$ cat src/rtl/fpu_bcd_conv_arbiter.sv
// Round-robin sharing of one binary-to-BCD converter between two requesters.
// Ports: reqN_* operand handshake, rspN_* result handshake, cvt_* converter side, busy/grant_id status.
module fpu_bcd_conv_arbiter #(
   parameter int TIMEOUT_CYCLES = 64,
   parameter int GAP_CYCLES     = 2
) (
   input  logic        clk,
   input  logic        reset_n,
   input  logic        req0_valid,
   output logic        req0_ready,
   input  logic [63:0] req0_binary,
   input  logic        req0_sign,
   input  logic        req1_valid,
   output logic        req1_ready,
   input  logic [63:0] req1_binary,
   input  logic        req1_sign,
   output logic        rsp0_valid,
   input  logic        rsp0_ready,
   output logic [79:0] rsp0_bcd,
   output logic        rsp0_error,
   output logic        rsp0_timeout,
   output logic        rsp1_valid,
   input  logic        rsp1_ready,
   output logic [79:0] rsp1_bcd,
   output logic        rsp1_error,
   output logic        rsp1_timeout,
   output logic        cvt_enable,
   output logic [63:0] cvt_binary,
   output logic        cvt_sign,
   input  logic [79:0] cvt_bcd,
   input  logic        cvt_done,
   input  logic        cvt_error,
   output logic        busy,
   output logic        grant_id
);

   localparam int MAXC = (TIMEOUT_CYCLES > GAP_CYCLES) ? TIMEOUT_CYCLES : GAP_CYCLES;
   localparam int CW   = $clog2(MAXC + 1);
   localparam logic [CW-1:0] WD_LAST  = CW'(TIMEOUT_CYCLES - 1);
   localparam logic [CW-1:0] GAP_LAST = CW'(GAP_CYCLES - 1);

   typedef enum logic [1:0] {IDLE, RUN, RESP, GAP} state_t;

   state_t        state, state_nx;
   logic          last_grant;
   logic          sel;
   logic          accept;
   logic          rsp_take;
   logic          wd_exp;
   logic [CW-1:0] cnt;
   logic [79:0]   bcd_q [2];
   logic [1:0]    err_q;
   logic [1:0]    to_q;

   // With both requesting, the one not served last wins.
   always_comb begin
      if (req0_valid & req1_valid) sel = ~last_grant;
      else                         sel = req1_valid;
   end

   assign accept     = (state == IDLE) & (req0_valid | req1_valid);
   assign req0_ready = (state == IDLE) & req0_valid & ~sel;
   assign req1_ready = (state == IDLE) & req1_valid & sel;
   assign rsp_take   = (state == RESP) & (grant_id ? rsp1_ready : rsp0_ready);
   assign wd_exp     = (cnt == WD_LAST);
   assign busy       = (state != IDLE);

   assign rsp0_valid   = (state == RESP) & ~grant_id;
   assign rsp1_valid   = (state == RESP) & grant_id;
   assign rsp0_bcd     = bcd_q[0];
   assign rsp1_bcd     = bcd_q[1];
   assign rsp0_error   = err_q[0];
   assign rsp1_error   = err_q[1];
   assign rsp0_timeout = to_q[0];
   assign rsp1_timeout = to_q[1];

   always_comb begin
      state_nx = state;
      unique case (state)
         IDLE: if (accept) state_nx = RUN;
         RUN:  if (cvt_done | wd_exp) state_nx = RESP;
         RESP: if (rsp_take) state_nx = GAP;
         GAP:  if (cnt == GAP_LAST) state_nx = IDLE;
         default: state_nx = IDLE;
      endcase
   end

   always_ff @(posedge clk or negedge reset_n) begin
      if (!reset_n) state <= IDLE;
      else          state <= state_nx;
   end

   always_ff @(posedge clk or negedge reset_n) begin
      if (!reset_n) begin
         cvt_enable <= 1'b0;
         cvt_binary <= '0;
         cvt_sign   <= 1'b0;
         grant_id   <= 1'b0;
         last_grant <= 1'b1;
         cnt        <= '0;
         bcd_q[0]   <= '0;
         bcd_q[1]   <= '0;
         err_q      <= '0;
         to_q       <= '0;
      end else begin
         // Enable tracks the RUN state one cycle early so it is a clean flop output.
         cvt_enable <= (state_nx == RUN);
         unique case (state)
            IDLE: begin
               if (accept) begin
                  cvt_binary <= sel ? req1_binary : req0_binary;
                  cvt_sign   <= sel ? req1_sign : req0_sign;
                  grant_id   <= sel;
                  last_grant <= sel;
                  cnt        <= '0;
               end
            end
            RUN: begin
               cnt <= cnt + CW'(1);
               // Done takes priority over a watchdog expiring on the same edge.
               if (cvt_done) begin
                  bcd_q[grant_id] <= cvt_bcd;
                  err_q[grant_id] <= cvt_error;
                  to_q[grant_id]  <= 1'b0;
               end else if (wd_exp) begin
                  bcd_q[grant_id] <= '0;
                  err_q[grant_id] <= 1'b1;
                  to_q[grant_id]  <= 1'b1;
               end
            end
            RESP: if (rsp_take) cnt <= '0;
            GAP:  cnt <= cnt + CW'(1);
            default: cnt <= '0;
         endcase
      end
   end

endmodule

$ cat config.mk
export PLATFORM = sky130hd
export DESIGN_NAME = fpu_bcd_conv_arbiter
export DESIGN_NICKNAME = d
export VERILOG_FILES = /design/src/rtl/fpu_bcd_conv_arbiter.sv
export SDC_FILE = /design/constraint.sdc
export NUM_CORES = 1
export LEC_CHECK = 0
export BUFFER_PORTS_ARGS = -buffer_cell sky130_fd_sc_hd__buf_4
export CAP_MARGIN = 20
export CORE_AREA = 3 3 173 175
export DETAILED_ROUTE_END_ITERATION = 6
export DIE_AREA = 0 0 176 178
export PLACE_DENSITY_LB_ADDON = 0.25
export RECOVER_POWER = 50
export SETUP_SLACK_MARGIN = 0.05
export SLEW_MARGIN = 20
export SYNTH_ARGS = -nofsm -noshare
export SYNTH_HDL_FRONTEND = slang
export SYNTH_SLANG_ARGS = --single-unit
$ cat constraint.sdc
create_clock -name clk -period 1.8 [get_ports clk]
set_input_delay 0.27 -clock clk [delete_from_list [all_inputs] [get_ports clk]]
set_output_delay 0.27 -clock clk [all_outputs]
set_load 0.1 [all_outputs]
==> results of run 1 <==
[worst max-delay path: stages (launching register included)]
cell	delay, ns
sky130_fd_sc_hd__dfrtp_2	0.42
sky130_fd_sc_hd__or2_4	0.28
sky130_fd_sc_hd__buf_6	0.13
sky130_fd_sc_hd__nor2b_4	0.14
sky130_fd_sc_hd__buf_12	0.19
[sequential cells by signal, summed over array words and instances, names as in the netlist, named ones only]
register / cells
cnt: 7
grant_id: 1
state: 2
cvt_enable: 1
cvt_sign: 1
rsp0_bcd: 80
rsp1_bcd: 80
err_q: 2
last_grant: 1
cvt_binary: 64
[area by class of cell]
cell class                 count  area [um2]
multi-input combinational    513        4448
fill                        2301       10780
sequential                   241        6040
clock buffer                  39       780.7
inverter                     163       611.8
timing repair buffer         621        5421
tap                          384       480.5
clock inverter                 6       58.81
antenna                        1       2.502
[path summary, 6_finish.rpt]
| check | start | to | slack [ns] |
|---|---|---|---|
| max | state[1] | req1_ready | -0.16 |
| min | cvt_bcd[49] | rsp0_bcd[49] | 0.04 |
| max reg2reg | grant_id | rsp0_bcd[59] | 0 |
| min reg2reg | cvt_binary[12] | cvt_binary[12] | 0.51 |
| max in group asynchronous | reset_n | grant_id | 0.17 |
| min in group asynchronous | reset_n | rsp0_bcd[52] | 0.58 |
[what timing repair did]
item,in CTS,in global routing
setup buffers,15,16
hold buffers,80,0
hold endpoints to repair,211,0
setup endpoints to repair,5,205
pin swaps,4,58
cloned,1,25
resized for setup,29,181
[layer usage]
metal | share of wire | GRT usage | vias up
met4 | 0.032 | 0.06170 | 0
li1 | - | - | 4623
met2 | 0.51 | 0.3962 | 402
met1 | 0.38 | 0.2661 | 4981
met5 | 0 | 0 | -
met3 | 0.077 | 0.06024 | 77
[cell families after synthesis]
family / synth area share
buf+inv: 0.09169
simple gates: 0.01985
compound gates: 0.2001
mux: 0.1355
xor+xnor: 0.0007984
flops: 0.5498
fa+ha+maj: 0.002280
[layout by cell type (no fill, tap or decap), types with 2 or more instances in the layout]
| master | synthesis | final |
|---|---|---|
| sky130_fd_sc_hd__buf_4 | 10 | 386 |
| sky130_fd_sc_hd__nor2_4 | 0 | 2 |
| sky130_fd_sc_hd__mux2_1 | 28 | 14 |
| sky130_fd_sc_hd__o21ai_1 | 22 | 86 |
| sky130_fd_sc_hd__buf_8 | 0 | 3 |
| sky130_fd_sc_hd__nor2_1 | 4 | 2 |
| sky130_fd_sc_hd__a22oi_2 | 0 | 67 |
| sky130_fd_sc_hd__dlygate4sd3_1 | 0 | 80 |
| sky130_fd_sc_hd__nor3_1 | 6 | 5 |
| sky130_fd_sc_hd__clkbuf_8 | 0 | 6 |
| sky130_fd_sc_hd__clkbuf_2 | 0 | 89 |
| sky130_fd_sc_hd__and3_1 | 3 | 2 |
| sky130_fd_sc_hd__buf_6 | 8 | 13 |
| sky130_fd_sc_hd__nand2_1 | 2 | 2 |
| sky130_fd_sc_hd__a22oi_1 | 160 | 93 |
| sky130_fd_sc_hd__buf_12 | 0 | 31 |
| sky130_fd_sc_hd__a21o_1 | 2 | 2 |
| sky130_fd_sc_hd__o21ba_2 | 3 | 3 |
| sky130_fd_sc_hd__inv_1 | 163 | 162 |
| sky130_fd_sc_hd__o2bb2ai_1 | 2 | 2 |
| sky130_fd_sc_hd__a21oi_1 | 2 | 2 |
| sky130_fd_sc_hd__dfrtp_2 | 0 | 3 |
| sky130_fd_sc_hd__o21ai_0 | 139 | 75 |
| sky130_fd_sc_hd__mux2_4 | 0 | 16 |
| sky130_fd_sc_hd__dfrtp_1 | 240 | 236 |
| sky130_fd_sc_hd__buf_16 | 0 | 3 |
| sky130_fd_sc_hd__clkbuf_16 | 0 | 42 |
| sky130_fd_sc_hd__clkbuf_1 | 28 | 6 |
| sky130_fd_sc_hd__mux2_2 | 104 | 102 |
| sky130_fd_sc_hd__clkinv_2 | 0 | 4 |
| sky130_fd_sc_hd__nand3_1 | 2 | 2 |
| sky130_fd_sc_hd__nand2b_1 | 7 | 6 |
| sky130_fd_sc_hd__o211a_1 | 3 | 3 |
| sky130_fd_sc_hd__a211o_1 | 3 | 3 |
[per-stage QoR]
stage,setup WS [ns],cell area [um2],cells,hold WS (ns),TNS [ns]
2_1_floorplan,-0.1940,11010,989,-0.02559,-0.1940
3_3_place_gp,0.1146,15040,1788,0.2093,0
3_5_place_dp,0.06704,15040,1788,0.2097,0
4_1_cts,-0.2001,16910,1928,0.01756,-0.8829
5_1_grt,-0.2291,17840,1968,0.03611,-2.840
6_report,-0.1629,17840,1968,0.03550,-0.4744
==> run metrics, run 1 <==
clock slew at reported path FFs=approximately 0.06 ns; CP Launch Type=flop; total count of hold-check failures in the final report=0; post-synthesis to final-layout area growth=62.63%; via count of the routed design=10080; wire length of the first global-routing pass=55770 um; final global-route overflow total=0; maximum number of pins on one net before global-route repair=83; post-detailed-route DRC marker count=0; net count of the finished layout=approximately 1800; result of the run=finished with violations; max-cap violations=0; routed via count divided by cell count=5.123; number of buffer cells added on primary ports=453; Max Freq=around 500 MHz; Die Height=between 150 and 200 um; nature of the critical path endpoint=output pin; I/O pin count=454; final setup margin=-0.1629 ns; RD Place Congestion=0.7870; leading post-synthesis cells by cell area=sky130_fd_sc_hd__dfrtp_1, sky130_fd_sc_hd__a22oi_1, sky130_fd_sc_hd__mux2_2; synthesized flop and latch total=approximately 240; cell count after synthesis=989; fraction of registers with async set or reset after synthesis=1.000; total number of clock tree sinks=241; maximum number of buffers from clock root to sink=3; skew final=between 0.005 and 0.006 ns; Final Critical Period=1.963 ns; number of detailed-routing iterations run before antenna repair=4; cell with the most instances after synthesis=sky130_fd_sc_hd__dfrtp_1; htree depth=1; number of library cell types mapped by synthesis=45; Hold Path Class=input port to flop; detailed-placement wirelength estimate=24940 um; clock tree from TritonCTS=yes; remaining antenna violation count after routing=0; Synthesis Warnings=0; top post-synthesis cells by count=sky130_fd_sc_hd__dfrtp_1, sky130_fd_sc_hd__inv_1, sky130_fd_sc_hd__a22oi_1; core area=28630 um2; Mean Syn Cell Area=about 11 um2; pins over their slew limit=0; setup repair after global routing missed its margin=yes; summed instance area of the synthesized netlist=10970 um2; number of antenna violations at the first check in global routing=1; global-route total usage across every layer=0.2227; highest fanout seen on the critical path=3; routed wire length per instance=~21 um; remaining max-slew budget at the tightest pin=0.1082; floorplan die width=around 180 um; vias in the first global route=slightly below 10000; final number of setup-violating endpoints=5; initial core utilization=0.3833; Row Count=62; final cycle utilization of the critical path=1.091; root buffer selected by CTS=sky130_fd_sc_hd__clkbuf_16; later-pin clock latency in the skew report=0.54 ns; final standard cell utilization of the core=0.6234; cell type with the largest total area after synthesis=sky130_fd_sc_hd__dfrtp_1; full die area=31330 um2; Synth top area share=0.5474; worst path arrival time=between 1.5 and 2 ns; Worst EP required=1.53 ns; EDFF count, synth=0; final WL=41800 um; net count after synthesis=1209; total CTS buffers=27; dominant register cell in the synthesized netlist=sky130_fd_sc_hd__dfrtp_1; failing checks=setup timing; actual transition at the worst max-transition pin=1.338 ns; share of final-layout standard cells stronger than drive strength 1=0.5003; Hold Crit Depth=3; startpoint-to-endpoint class of the critical path=flop to output pin; portion of the post-synthesis area used by sequential elements=0.5498; number of DRC markers after the initial detailed-route iteration=roughly 500; cell depth of the worst flop-to-flop path=5
Power of run 1 is not shown: default switching activity piles up to over one toggle a cycle in this logic, so the estimate is an artifact.
==> inputs of run 2 (changes only) <==
ABC_AREA = 1   (was unset)
CORE_AREA = 2 2 175 177   (was 3 3 173 175)
DIE_AREA = 0 0 177 179   (was 0 0 176 178)
==> run 2 against run 1 <==
Effect of this change: the flow still finishes with violations (setup timing); via count decreased by 2.4%; maximum frequency increased by 8.0%; synthesized cell count increased by 7.2%; wire length decreased by 9.5%; sequential share of layout area increased by 2.5 points; die area increased by 1.1%; non-clock buffer count increased by 17; sequential cell count unchanged; global-route usage decreased by 1.2 points; worst hold slack got worse by 0.014 ns; area after synthesis decreased by 11%; highest routed layer is now met5; first-iteration DRC count decreased by 7.6%.
==> run metrics, run 2 <==
net count after synthesis=1280 (was 1209); launching point of the worst reg2reg path=cnt[1] (was grant_id); final number of setup-violating endpoints=14 (was 5); core area=30030 um2 (was 28630 um2); leading post-synthesis cells by cell area=sky130_fd_sc_hd__dfrtp_1, sky130_fd_sc_hd__o21ai_1, sky130_fd_sc_hd__nand2_1 (was sky130_fd_sc_hd__dfrtp_1, sky130_fd_sc_hd__a22oi_1, sky130_fd_sc_hd__mux2_2); cell type with the largest total area after synthesis=sky130_fd_sc_hd__dfrtp_1 (unchanged); Critical R2R Capture=rsp1_bcd[42] (was rsp0_bcd[59]); worst slack after detailed placement=0.07708 ns (was 0.06704 ns); routed via count divided by cell count=4.725 (was 5.123); summed instance area of the synthesized netlist=9726 um2 (was 10970 um2); xor and xnor area share after synthesis=0.002702 (was 0.0007983); origin of the worst setup path=cnt[1] (was state[1]); CP Launch Type=flop (unchanged); Layout fillers=2679 (was 2301); Post-Synth Simple-Gate Area=0.1397 (was 0.01984); arithmetic-cell share of the synthesized area counting full adders, half adders and majority gates=0.002573 (was 0.002281); Die Height=179 um (was 178 um); top post-synthesis cells by count=sky130_fd_sc_hd__nand2_1, sky130_fd_sc_hd__dfrtp_1, sky130_fd_sc_hd__o21ai_1 (was sky130_fd_sc_hd__dfrtp_1, sky130_fd_sc_hd__inv_1, sky130_fd_sc_hd__a22oi_1); fraction of registers with async set or reset after synthesis=1.000 (unchanged); Post-Route Hold Slack=0.02134 ns (was 0.03550 ns); actual transition at the worst max-transition pin=0.8691 ns (was 1.338 ns); final setup margin=-0.01719 ns (was -0.1629 ns); wire length of the first global-routing pass=52860 um (was 55770 um); dominant register cell in the synthesized netlist=sky130_fd_sc_hd__dfrtp_1 (unchanged); EDFF count, synth=0 (unchanged); highest fanout seen on the critical path=15 (was 3); number of buffer cells added on primary ports=453 (unchanged); mux contribution to synthesized area=0 (was 0.1355); skew final=0.01681 ns (was 0.005977 ns); nature of the critical path endpoint=flop (was output pin); pins over their slew limit=0 (unchanged); Row Count=64 (was 62); routed wire length per instance=18.17 um (was 21.24 um); synthesized-area fraction occupied by ao, oa, aoi and oai cells=0.1580 (was 0.2001); vias in the first global route=9721 (was 9915); initial core utilization=0.3239 (was 0.3833); Final Critical Period=1.817 ns (was 1.963 ns); maximum number of buffers from clock root to sink=3 (unchanged); final WL=37820 um (was 41800 um); commonest cells after routing, fill and taps aside=sky130_fd_sc_hd__buf_4, sky130_fd_sc_hd__dfrtp_1, sky130_fd_sc_hd__nand2_1, sky130_fd_sc_hd__o21ai_1, sky130_fd_sc_hd__dlygate4sd3_1 (was sky130_fd_sc_hd__buf_4, sky130_fd_sc_hd__dfrtp_1, sky130_fd_sc_hd__inv_1, sky130_fd_sc_hd__mux2_2, sky130_fd_sc_hd__a22oi_1); worst path arrival time=2.21 ns (was 1.69 ns); total number of clock tree sinks=241 (unchanged); RD Place Congestion=0.8251 (was 0.7870); number of antenna violations at the first check in global routing=2 (was 1); remaining max-slew budget at the tightest pin=0.4206 (was 0.1082); cell with the most instances after synthesis=sky130_fd_sc_hd__nand2_1 (was sky130_fd_sc_hd__dfrtp_1); synthesized flop and latch total=241 (unchanged); Worst EP required=2.19 ns (was 1.53 ns); Max Freq=550.3 MHz (was 509.4 MHz); Synthesis Warnings=0 (unchanged); max-cap violations=0 (unchanged); number of detailed-routing iterations run before antenna repair=5 (was 4); most frequent standard cell in the layout excluding fill and tap cells=sky130_fd_sc_hd__buf_4 (unchanged); post-synthesis to final-layout area growth=70.66% (was 62.63%); I/O pin count=454 (unchanged); Synth top area share=0.6175 (was 0.5474); clock slew at reported path FFs=0.06 ns (about the same); clock tree from TritonCTS=yes (unchanged); failing checks=setup timing (unchanged); detailed-placement wirelength estimate=24650 um (was 24940 um); final cycle utilization of the critical path=1.010 (was 1.091); root buffer selected by CTS=sky130_fd_sc_hd__clkbuf_16 (unchanged); global-route total usage across every layer=0.2103 (was 0.2227); number of DRC markers after the initial detailed-route iteration=463 (was 501); floorplan die width=177 um (was 176 um); htree depth=1 (unchanged); number of library cell types mapped by synthesis=26 (was 45); result of the run=finished with violations (unchanged); maximum number of pins on one net before global-route repair=82 (was 83); cell depth of the worst flop-to-flop path=11 (was 5); net count of the finished layout=1885 (was 1787); via count of the routed design=9838 (was 10080); startpoint-to-endpoint class of the critical path=flop to flop (was flop to output pin); main combinational cell family by area after synthesis=compound AO/OA/AOI/OAI gates (unchanged); total CTS buffers=27 (unchanged); setup repair after global routing missed its margin=yes (unchanged); cell count after synthesis=1060 (was 989); share of final-layout standard cells stronger than drive strength 1=0.3953 (was 0.5003); post-detailed-route DRC marker count=0 (unchanged); later-pin clock latency in the skew report=0.54 ns (about the same); Hold Path Class=input port to flop (unchanged); full die area=31680 um2 (was 31330 um2); Setup crit end=rsp1_bcd[42] (was req1_ready); Mean Syn Cell Area=9.175 um2 (was 11.09 um2); total count of hold-check failures in the final report=0 (unchanged); filler-free cell count of the finished design=2082 (was 1968); setup slack, reg-to-reg=-0.02 ns (was 0 ns); final global-route overflow total=0 (unchanged); remaining antenna violation count after routing=0 (unchanged); portion of the post-synthesis area used by sequential elements=0.6202 (was 0.5498); number of placed cells counting well taps=1880 (was 1788)
run 2: changes by cell type after synthesis, sizes merged, moves of 5 or more:
| cell | delta |
|---|---|
| nand2 | +255 |
| a22oi | -160 |
| o21ai | +139 |
| mux2 | -132 |
| nor2 | +75 |
| inv | -65 |
| buf | -11 |
| nand3 | +8 |
| nand2b | -7 |
| nor3 | -5 |
run 2: worst max-delay path, stage by stage, from the launching register on:
cell and delay, ns:
sky130_fd_sc_hd__dfrtp_1 0.39, sky130_fd_sc_hd__ha_1 0.23, sky130_fd_sc_hd__inv_2 0.05, sky130_fd_sc_hd__nor2_2 0.09
sky130_fd_sc_hd__nand2_2 0.09, sky130_fd_sc_hd__nand2_4 0.11, sky130_fd_sc_hd__buf_12 0.11, sky130_fd_sc_hd__nand3_4 0.10
sky130_fd_sc_hd__buf_12 0.19, sky130_fd_sc_hd__clkbuf_16 0.19, sky130_fd_sc_hd__nand2_1 0.06, sky130_fd_sc_hd__o21ai_1 0.06
run 2: what timing repair did:
item / 4_1_cts / 5_1_grt
cloned: 1 / 18
hold buffers: 119 / 0
endpoints found under the hold margin: 175 / 0
pin swaps: 5 / 7
resized for setup: 23 / 129
setup endpoints to repair: 5 / 125
setup buffers: 5 / 9
run 2: how the worst min path moves through the flow:
| stage | start | end | slack [ns] | depth (start not counted) |
|---|---|---|---|---|
| CTS | req0_binary[50] | cvt_binary[50] | 0.00009 | 3 |
| global placement | reset_n | rsp1_bcd[49] | 0.24 | 1 |
| floorplan | reset_n | asynchronous set/reset pin | -0.03 | 0 |
| finish | req0_binary[50] | cvt_binary[50] | 0.02 | 3 |
| global route | req1_binary[56] | cvt_binary[56] | 0.008 | 3 |
| detailed placement | reset_n | rsp1_bcd[14] | 0.24 | 1 |
run 2: cell families after synthesis:
| logic type | count (synthesis) |
|---|---|
| flops | 241 |
| compound gates | 304 |
| buf+inv | 161 |
| simple gates | 349 |
| fa+ha+maj | 2 |
| xor+xnor | 3 |
run 2: metal layers:
| metal | wire length [um] | GRT usage | vias up |
|---|---|---|---|
| met2 | 18620 | 0.3435 | 412 |
| met4 | 1256 | 0.07163 | 2 |
| li1 | - | - | 4635 |
| met5 | 12 | 0 | - |
| met1 | 14820 | 0.2691 | 4714 |
| met3 | 3101 | 0.05810 | 75 |
run 2: area by class of cell:
class / instances / area [um2] / area share
antenna: 1 / 2.502 / 0.0001508
clock buffer: 37 / 783.3 / 0.04719
clock inverter: 12 / 98.84 / 0.005956
inverter: 98 / 377.9 / 0.02277
multi-input combinational: 659 / 3376 / 0.2034
sequential: 241 / 6033 / 0.3635
tap: 396 / 495.5 / 0.02985
timing repair buffer: 638 / 5430 / 0.3272
run 2: through the flow:
step | utilization | setup TNS, ns | area [um2]
final | 0.5527 | -0.1253 | 16600
after CTS | 0.5319 | -0.1497 | 15970
after global routing | 0.5527 | -6.969 | 16600
after global placement | 0.4575 | 0 | 13740
after detailed placement | 0.4575 | 0 | 13740
after floorplan | - | 0 | 9769
Power of run 2 is left out for the same reason.
==> inputs of run 3 (changes only) <==
CELL_PAD_IN_SITES_DETAIL_PLACEMENT = 0   (was unset)
CELL_PAD_IN_SITES_GLOBAL_PLACEMENT = 1   (was unset)
CORE_AREA = 2 2 178 180   (was 2 2 175 177)
DIE_AREA = 0 0 180 182   (was 0 0 177 179)
HOLD_SLACK_MARGIN = 0.06   (was unset)
clock period = 2.1 ns   (was 1.8 ns; I/O delays follow)
==> run 3 against run 2 <==
Effect of this change: the flow now finishes without violations; global-route usage is 0.11 points higher; worst setup slack better by 0.12 ns; sequential cell count stayed put; highest routed layer unchanged; via count is 2.7% lower; count of clock-buffer cells in the layout stayed put; worst hold slack better by 0.058 ns; sequential share of layout area is 1.4 points higher; critical endpoint is now req0_ready; die area is 3.4% higher.
==> run metrics, run 3 (synthesized netlist as in run 2, its figures left out) <==
critical path's largest stage delay=0.54 ns (was 0.39 ns); number of placed cells counting well taps=1880 (unchanged); actual transition at the worst max-transition pin=1.314 ns (was 0.8691 ns); final WL=35390 um (was 37820 um); filler-free cell count of the finished design=2089 (was 2082); net count of the finished layout=1885 (unchanged); final standard cell utilization of the core=0.5151 (was 0.5527); Worst EP required=1.78 ns (was 2.19 ns); final number of setup-violating endpoints=0 (was 14); cell at the slowest stage of the critical path=sky130_fd_sc_hd__dfstp_2 (was sky130_fd_sc_hd__dfrtp_1); sequential standard cell area=6033 um2 (unchanged); post-detailed-route DRC marker count=0 (unchanged); share of final-layout standard cells stronger than drive strength 1=0.3276 (was 0.3953); number of buffer cells added on primary ports=453 (unchanged); final setup margin=0.1010 ns (was -0.01719 ns); cell repeated most along the worst path=sky130_fd_sc_hd__nand2_1 (was sky130_fd_sc_hd__buf_12); Hold Path Class=input port to flop (unchanged); final cycle utilization of the critical path=0.9519; most frequent standard cell in the layout excluding fill and tap cells=sky130_fd_sc_hd__buf_4 (unchanged); ordered list of cells on the worst path=nand2_1, nand2_2, buf_8, nand2_1, nor2_4, buf_12 (was ha_1, inv_2, nor2_2, nand2_2, nand2_4, buf_12, nand3_4, buf_12, clkbuf_16, nand2_1, o21ai_1); wire length of the first global-routing pass=55860 um (was 52860 um); finished layout cell area=15960 um2 (was 16600 um2); total number of clock tree sinks=241 (unchanged); routed wire length per instance=16.94 um (was 18.17 um); highest fanout seen on the critical path=3 (was 15); core area=30990 um2 (was 30030 um2); number of detailed-routing iterations run before antenna repair=4 (was 5); pins over their slew limit=0 (unchanged); remaining antenna violation count after routing=0 (unchanged); startpoint-to-endpoint class of the critical path=flop to output pin (was flop to flop); total CTS buffers=27 (unchanged); skew final=0.009284 ns (was 0.01681 ns); initial core utilization=0.3139 (was 0.3239); I/O pin count=454 (unchanged); number of buffers and inverters on the critical path=2 (was 4); RD Place Congestion=0.7993 (was 0.8251); max-cap violations=0 (unchanged); Row Count=65 (was 64); clock tree from TritonCTS=yes (unchanged); full die area=32760 um2 (was 31680 um2); kind of cell adding the most delay to the critical path=flip-flops (was buffers and inverters); maximum number of pins on one net before global-route repair=73 (was 82); Area after DPL=13700 um2 (was 13740 um2); final global-route overflow total=0 (unchanged); worst path arrival time=1.68 ns (was 2.21 ns); detailed-placement wirelength estimate=24850 um (was 24650 um); nature of the critical path endpoint=output pin (was flop); commonest cells after routing, fill and taps aside=sky130_fd_sc_hd__buf_4, sky130_fd_sc_hd__nand2_1, sky130_fd_sc_hd__dfrtp_1, sky130_fd_sc_hd__o21ai_1, sky130_fd_sc_hd__dlygate4sd3_1 (was sky130_fd_sc_hd__buf_4, sky130_fd_sc_hd__dfrtp_1, sky130_fd_sc_hd__nand2_1, sky130_fd_sc_hd__o21ai_1, sky130_fd_sc_hd__dlygate4sd3_1); remaining max-slew budget at the tightest pin=0.1241 (was 0.4206); Max Freq=around 500 MHz; CP Launch Type=flop (unchanged); post-synthesis to final-layout area growth=64.12% (was 70.66%); total count of hold-check failures in the final report=0 (unchanged); Final Critical Period=between 1.5 and 2 ns; Layout fillers=2957 (was 2679); area occupied by multi-input gates=3007 um2 (was 3376 um2); number of DRC markers after the initial detailed-route iteration=508 (was 463); htree depth=1 (unchanged); later-pin clock latency in the skew report=0.53 ns (was 0.54 ns); via count of the routed design=9573 (was 9838); floorplan die width=180 um (was 177 um); Die Height=182 um (was 179 um); vias in the first global route=9778 (was 9721); clock slew at reported path FFs=0.06 ns (about the same); result of the run=finished, final reports clean (was finished with violations); root buffer selected by CTS=sky130_fd_sc_hd__clkbuf_16 (unchanged); worst slack after detailed placement=0.2625 ns (was 0.07708 ns); setup repair after global routing missed its margin=yes (unchanged); global-route total usage across every layer=0.2115 (was 0.2103); number of antenna violations at the first check in global routing=2 (unchanged); setup slack, reg-to-reg=0.20 ns (was -0.02 ns); routed via count divided by cell count=4.583 (was 4.725); maximum number of buffers from clock root to sink=3 (unchanged)
-- run 3: cell types whose count changed in the layout (fill, tap and decap cells not counted), sizes merged, moves of 2 or more --
cell | before | now
buf | 424 | 361
clkbuf | 131 | 158
inv | 100 | 98
dlygate4sd3 | 119 | 157
bufinv | 1 | 4
-- run 3: worst paths after layout --
kind                                 from        endpoint  cells past startpoint
min in group asynchronous         reset_n    rsp1_bcd[65]                      2
min                        req1_binary[8]   cvt_binary[8]                      3
max reg2reg                      state[1]  cvt_binary[43]                      7
max                            last_grant      req0_ready                      6
max in group asynchronous         reset_n    rsp0_bcd[28]                      3
min reg2reg                    last_grant      last_grant                      2
-- run 3: worst reg2reg max path, delay by kind of cell (launching register included) --
family          cells  cell delay [ns]
compound gates      2             0.21
buf+inv             3             0.82
flops               1             0.45
simple gates        2             0.36
-- run 3: layout make-up --
class,instances,area share
inverters,98,0.02336
clock buffers,37,0.05033
well taps,402,0.03151
flip-flops and latches,241,0.3780
repair buffers,639,0.3181
multi-input cells,658,0.1884
clock inverters,12,0.01003
diodes,2,0.0003136
-- run 3: through the flow --
step | setup TNS, ns | hold WS (ns)
after floorplan | -0.2131 | 0.01941
after global placement | 0 | 0.2523
after detailed placement | 0 | 0.2405
after CTS | 0 | 0.06001
after global routing | 0 | 0.06207
final | 0 | 0.07931
-- run 3: repair_timing --
| item | 4_1_cts | 5_1_grt |
|---|---|---|
| gates resized for setup | 7 | 5 |
| endpoints found under the setup margin | 3 | 8 |
| endpoints found under the hold margin | 229 | 0 |
| setup buffers | 1 | 0 |
| hold buffers | 157 | 0 |
-- run 3: routing by layer --
metal / GRT usage / wire length (um) / vias up
li1: - / - / 4619
met5: 0 / 13 / -
met1: 0.2749 / 14690 / 4546
met2: 0.3522 / 16950 / 364
met3: 0.05736 / 3018 / 42
met4: 0.04943 / 723 / 2
Power of run 3 is left out for the same reason.
